**src/rtl/sin_cos_gen.sv**
```systemverilog
// sin_cos_gen: sine/cosine generator built on the coupled-form recurrence
//   cos' = cos - (sin >>> s), sin' = sin + (cos >>> s)
// with a step angle of 2^-s rad. The oscillator is re-seeded after L(s)
// advances so amplitude and phase drift never accumulate across periods.
//
// Handshake: start and stop are single-cycle strobes sampled on the rising
// edge; there is no ready, and a start is either accepted on the next edge or
// rejected with a start_err pulse. valid is high exactly while the FSM is in
// RUN; sin/cos carry a new sample on every edge where en is high, and they
// hold while en is low.
module sin_cos_gen #(
    parameter int WIDTH = 32,
    parameter int S_MIN = 2,
    parameter int S_MAX = 10,
    parameter int SW    = 4
) (
    input  logic                    clk,
    input  logic                    reset,
    input  logic                    start,
    input  logic                    stop,
    input  logic                    en,
    input  logic [SW-1:0]           shift,
    input  logic [WIDTH-1:0]        amp,
    output logic signed [WIDTH-1:0] sin,
    output logic signed [WIDTH-1:0] cos,
    output logic                    valid,
    output logic                    cycle_done,
    output logic                    start_err
);

    // Period length in advances for shift s: floor(2^s * 6.28) + 1.
    // Only ever evaluated with constant arguments during elaboration.
    function automatic longint l_of(input int s);
        return ((longint'(1) << s) * 628) / 100 + 1;
    endfunction

    localparam int CW = $clog2(l_of(S_MAX)) + 1;

    // Default amplitude and clamp limit keep |sin|,|cos| clear of wrap-around.
    localparam logic [WIDTH-1:0] AMP_DEF = {3'b001, {(WIDTH-3){1'b0}}};
    localparam logic [WIDTH-1:0] AMP_MAX = {2'b00, {(WIDTH-2){1'b1}}};

    typedef enum logic {
        IDLE = 1'b0,
        RUN  = 1'b1
    } state_t;

    state_t                  state, state_n;
    logic signed [WIDTH-1:0] sin_n, cos_n;
    logic [CW-1:0]           cnt, cnt_n;
    logic [SW-1:0]           s_reg, s_n;
    logic [WIDTH-1:0]        amp_reg, amp_n;
    logic                    valid_n, cycle_done_n, start_err_n;
    logic                    shift_ok;
    logic [WIDTH-1:0]        amp_sel;

    // Elaboration-time period table, one entry per possible shift code;
    // out-of-range codes can never be latched, so their entries are zero.
    logic [CW-1:0] l_tab [2**SW];

    for (genvar g = 0; g < 2**SW; g++) begin : g_ltab
        if (g >= S_MIN && g <= S_MAX) begin : g_on
            assign l_tab[g] = CW'(l_of(g));
        end else begin : g_off
            assign l_tab[g] = '0;
        end
    end

    // Start qualification and amplitude selection (default / clamp).
    always_comb begin
        shift_ok = (shift >= SW'(S_MIN)) && (shift <= SW'(S_MAX));
        amp_sel  = amp;
        if (amp == '0) begin
            amp_sel = AMP_DEF;
        end else if (amp > AMP_MAX) begin
            amp_sel = AMP_MAX;
        end
    end

    // Next-state and next-output logic; stop beats start, start beats advance.
    always_comb begin
        state_n      = state;
        sin_n        = sin;
        cos_n        = cos;
        cnt_n        = cnt;
        s_n          = s_reg;
        amp_n        = amp_reg;
        valid_n      = valid;
        cycle_done_n = 1'b0;
        start_err_n  = start && !shift_ok;

        if (stop) begin
            state_n = IDLE;
            sin_n   = '0;
            cos_n   = '0;
            cnt_n   = '0;
            valid_n = 1'b0;
        end else if (start && shift_ok) begin
            // A restart abandons the current period without a cycle_done.
            state_n = RUN;
            s_n     = shift;
            amp_n   = amp_sel;
            sin_n   = '0;
            cos_n   = amp_sel;
            cnt_n   = l_tab[shift];
            valid_n = 1'b1;
        end else if (state == RUN && en) begin
            if (cnt > CW'(1)) begin
                cos_n = cos - (sin >>> s_reg);
                sin_n = sin + (cos >>> s_reg);
                cnt_n = cnt - CW'(1);
            end else begin
                // Last advance of the period: re-seed instead of stepping.
                sin_n        = '0;
                cos_n        = WIDTH'(amp_reg);
                cnt_n        = l_tab[s_reg];
                cycle_done_n = 1'b1;
            end
        end
    end

    // State and output registers with synchronous active-low reset.
    always_ff @(posedge clk) begin
        if (!reset) begin
            state      <= IDLE;
            sin        <= '0;
            cos        <= '0;
            cnt        <= '0;
            s_reg      <= SW'(S_MIN);
            amp_reg    <= AMP_DEF;
            valid      <= 1'b0;
            cycle_done <= 1'b0;
            start_err  <= 1'b0;
        end else begin
            state      <= state_n;
            sin        <= sin_n;
            cos        <= cos_n;
            cnt        <= cnt_n;
            s_reg      <= s_n;
            amp_reg    <= amp_n;
            valid      <= valid_n;
            cycle_done <= cycle_done_n;
            start_err  <= start_err_n;
        end
    end

endmodule

```
**config.mk**
```make
export PLATFORM = sky130hd
export DESIGN_NAME = sin_cos_gen
export DESIGN_NICKNAME = d
export VERILOG_FILES = /design/src/rtl/sin_cos_gen.sv
export SDC_FILE = /design/constraint.sdc
export NUM_CORES = 1
export LEC_CHECK = 0
export BUFFER_PORTS_ARGS = -buffer_cell sky130_fd_sc_hd__buf_2
export CAP_MARGIN = 10
export CORE_MARGIN = 2
export CORE_UTILIZATION = 50
export DETAILED_ROUTE_END_ITERATION = 10
export GPL_TIMING_DRIVEN = 1
export PLACE_DENSITY = 0.69
export SLEW_MARGIN = 15
export SYNTH_ARGS = -nofsm -noshare
export SYNTH_HDL_FRONTEND = slang
export SYNTH_SLANG_ARGS = --single-unit
```
**constraint.sdc**
```tcl
create_clock -name clk -period 11.9 [get_ports clk]
set_input_delay 0.595 -clock clk [delete_from_list [all_inputs] [get_ports clk]]
set_output_delay 0.595 -clock clk [all_outputs]
set_load 0.005 [all_outputs]
```
==> flow_metrics.py <==
metrics = {
    "run_status": {
        "outcome": "complete, no violations",
    },
    "worst_hold_path": {
        "min_delay_path_depth": 3,
        "hold_path_end": "start_err",
        "hold_path.class": "input port to register",
        "worstHoldStart": "start",
    },
    "final_layout": {
        "drive_gt1_share_pct": 13.9,
        "antenna-diode-count": 0,
        "syn2layout_area_growth_pct": 10.0,
        "fin_nets": 1697,
        "final_util_pct": 56.0,
        "multi_input_area_sq_um": 8650,
        "final_cell_area_sq_um": 12700,
        "seq_area_sq_um": 2350,
        "fill_cells": 2212,
    },
    "placement": {
        "io_buffers": 107,
        "dp_hpwl_um": 26700,
        "gp_congestion": 0.933,
        "placed_cell_area_sq_um": 12100,
        "pre_cts_slack_ns": 6.66,
    },
    "logic_synthesis": {
        "syn-mean-instance-area_sq_um": 7.44,
        "synth_common_cells": "nand2_1, nor2_1, o21ai_0, a21oi_1, dfxtp_1",
        "synth_top_family_by_area": "compound AO/OA/AOI/OAI gates",
        "synthCells": 1550,
        "synth_nets": 1667,
        "synth_warnings": 0,
        "synth-simple-area-share_pct": 23.5,
        "yosys_register_bits": 117,
        "synth_largest_area_cell": "dfxtp_1",
        "synth_edf_count": 0,
        "synth_xor_area_share_pct": 3.27,
        "yosys.area_share.adder_pct": 8.38,
        "synthArstFlopShare_pct": 0,
        "synth.most_common_cell": "nand2_1",
        "synth_compound_area_share_pct": 27.4,
        "netlist_top_cells_area": "dfxtp_1, ha_1, nand2_1",
        "synth_top_area_share_pct": 20.3,
        "synth-seq-area-share_pct": 20.3,
        "synthMuxAreaShare_pct": 12.3,
        "synth_flop_cell": "dfxtp_1",
        "synthesis.area_sq_um": 11500,
        "yosysUniqueCellTypes": 77,
    },
    "setup_path": {
        "worstPathRequired_ns": 12.26,
        "worstSetupStartpointType": "register",
        "r2r_start": "s_reg[0]",
        "crit_fanout": 64,
        "rr_endpoint": "sin[18]",
        "reg2reg_slack_ns": 6.54,
        "critical_path_class": "register to register",
        "cp-end-kind": "register",
        "reg2regPathDepth": 18,
        "cp_data_arrival_time_ns": 5.72,
    },
    "run": {
        "drv_cap": 0,
    },
    "cts": {
        "ctsHoldBuffers": 0,
        "cts_resized": 0,
        "clock-sinks": 117,
        "clkTransAtPathRegs_ns": 0.06,
        "post_cts_buffers": 0,
        "clkLatencyLatePin_ns": 0.43,
        "cts_buffer_depth": 2,
        "htree_levels": 4,
        "cts_tree": "built",
        "clock-root-buffer": "clkbuf_16",
        "cts_buffers": 17,
    },
    "sta": {
        "hold_viol": 0,
        "rsz0062_at_grt": "false",
        "slew_viol_final": 0,
        "fmax_mhz": 186,
        "clock_skew_ns": 0.0160,
        "slew_headroom_pct": 29.1,
        "fin_tns_setup_ns": 0,
        "finalCritPeriodShare_pct": 45.1,
        "fin_ws_ns": 6.54,
        "worstMarginPinSlew_ns": 1.06,
        "setup_viol": 0,
        "period_minus_slack_ns": 5.36,
    },
    "pwr": {
        "power.density_nw_per_um2": 105,
        "power_leakage_uw": 0.00550,
        "power_uw": 1330,
        "ir_drop_mv": 0.0790,
    },
    "global_routing": {
        "grt_start_max_net_pins": 80,
        "grt_pass1_vias": 10900,
        "grt-ovfl-total": 0,
        "grt_use_total_pct": 30.1,
        "grt_pass1_wl_um": 58600,
        "antenna_found_initial": 0,
    },
    "drt": {
        "drtIter0Drc": 1299,
        "drc": 0,
        "wl_met1_um": 17200,
        "wl_per_cell_um": 19.8,
        "routed_wl_um": 37200,
        "top_layer_used": "met4",
        "vias_per_cell": 6.48,
        "drt_pass1_iterations": 8,
        "ant_nets": 0,
        "met2WireLength_um": 16000,
        "wl_met3_um": 3310,
        "num_vias": 12200,
    },
    "floorplan": {
        "coreArea_sq_um": 22600,
        "die_h_um": 156,
        "ios": 108,
        "die-area_sq_um": 24300,
        "start_util_pct": 50.9,
        "num_rows": 55,
        "die_w_um": 156,
    },
}
-- logic make-up (layout without fill, tap and decap cells) --
kind of cell    Yosys count  after routing
mux                      98             98
simple gates            579            579
flops                   117            117
xor+xnor                 43             43
fa+ha+maj                76             76
compound gates          489            489
buf+inv                 148            191
-- metal layers --
metal	global-route usage, %	vias up
met4	7.65	0
met1	45.0	5705
li1	-	5815
met5	0	-
met2	45.6	603
met3	4.08	44
-- how the worst max path moves through the flow --
stage | start | end | slack (ns) | cells past startpoint
5_1_grt | s_reg[0] | sin[18] | 5.94 | 17
3_3_place_gp | s_reg[2] | sin[28] | 6.85 | 16
6_report | s_reg[0] | sin[18] | 6.54 | 18
4_1_cts | s_reg[0] | sin[18] | 6.64 | 18
3_5_place_dp | s_reg[0] | sin[18] | 6.66 | 18
2_1_floorplan | s_reg[0] | cos[31] | 7.57 | 16
-- stage by stage --
step           cells  hold WS (ns)
5_1_grt         1878         0.438
2_1_floorplan   1550         0.440
3_3_place_gp    1846         0.453
6_report        1878         0.418
4_1_cts         1878         0.413
3_5_place_dp    1846         0.462
-- where the power goes --
group | total, uW | internal (uW) | switching, uW
logic | 388 | 150 | 239
registers | 429 | 405 | 24.5
clock network | 508 | 273 | 235
total | 1330 | 828 | 498
-- area by class of cell --
cell class,count,area share [%]
tap,285,2.81
timing repair buffer,122,5.11
inverter,37,1.09
multi-input combinational,1285,68.1
sequential,117,18.5
clock buffer,18,3.38
clock inverter,14,0.947
-- worst max-delay path: stages (launching register included) --
cell,delay (ns)
dfxtp_2,0.31
buf_4,0.63
inv_1,0.72
o21ai_0,0.42
mux2i_1,0.15
nand2_1,0.09
o21ai_0,0.09
ha_1,0.25
inv_1,0.07
fa_1,0.18
nand2b_1,0.16
a21oi_1,0.14
o21a_1,0.25
a2111oi_0,0.64
nor4_1,0.12
a2111oi_0,0.61
xnor2_1,0.20
nand3_1,0.10
a21oi_1,0.16
-- placed cells by master (no fill, tap or decap), drive strengths merged, types with 7 or more instances in the layout --
| master | instances |
|---|---|
| nor4 | 14 |
| ha | 74 |
| nand2 | 212 |
| buf | 122 |
| nor3b | 27 |
| nand3 | 29 |
| xor2 | 16 |
| o21a | 10 |
| and3 | 27 |
| mux2 | 10 |
| nor2b | 22 |
| a21oi | 122 |
| o211ai | 28 |
| o21ai | 128 |
| inv | 43 |
| a311oi | 8 |
| xnor2 | 27 |
| a31oi | 35 |
| o22ai | 7 |
| a21o | 29 |
| o21bai | 7 |
| a22oi | 11 |
| a221oi | 7 |
| mux4 | 34 |
| mux2i | 54 |
| nor2 | 139 |
| clkbuf | 18 |
| and2 | 11 |
| nand2b | 19 |
| dfxtp | 117 |
| nor3 | 47 |
| a211oi | 23 |
No activity file was read; power rests on OpenSTA's default activity.
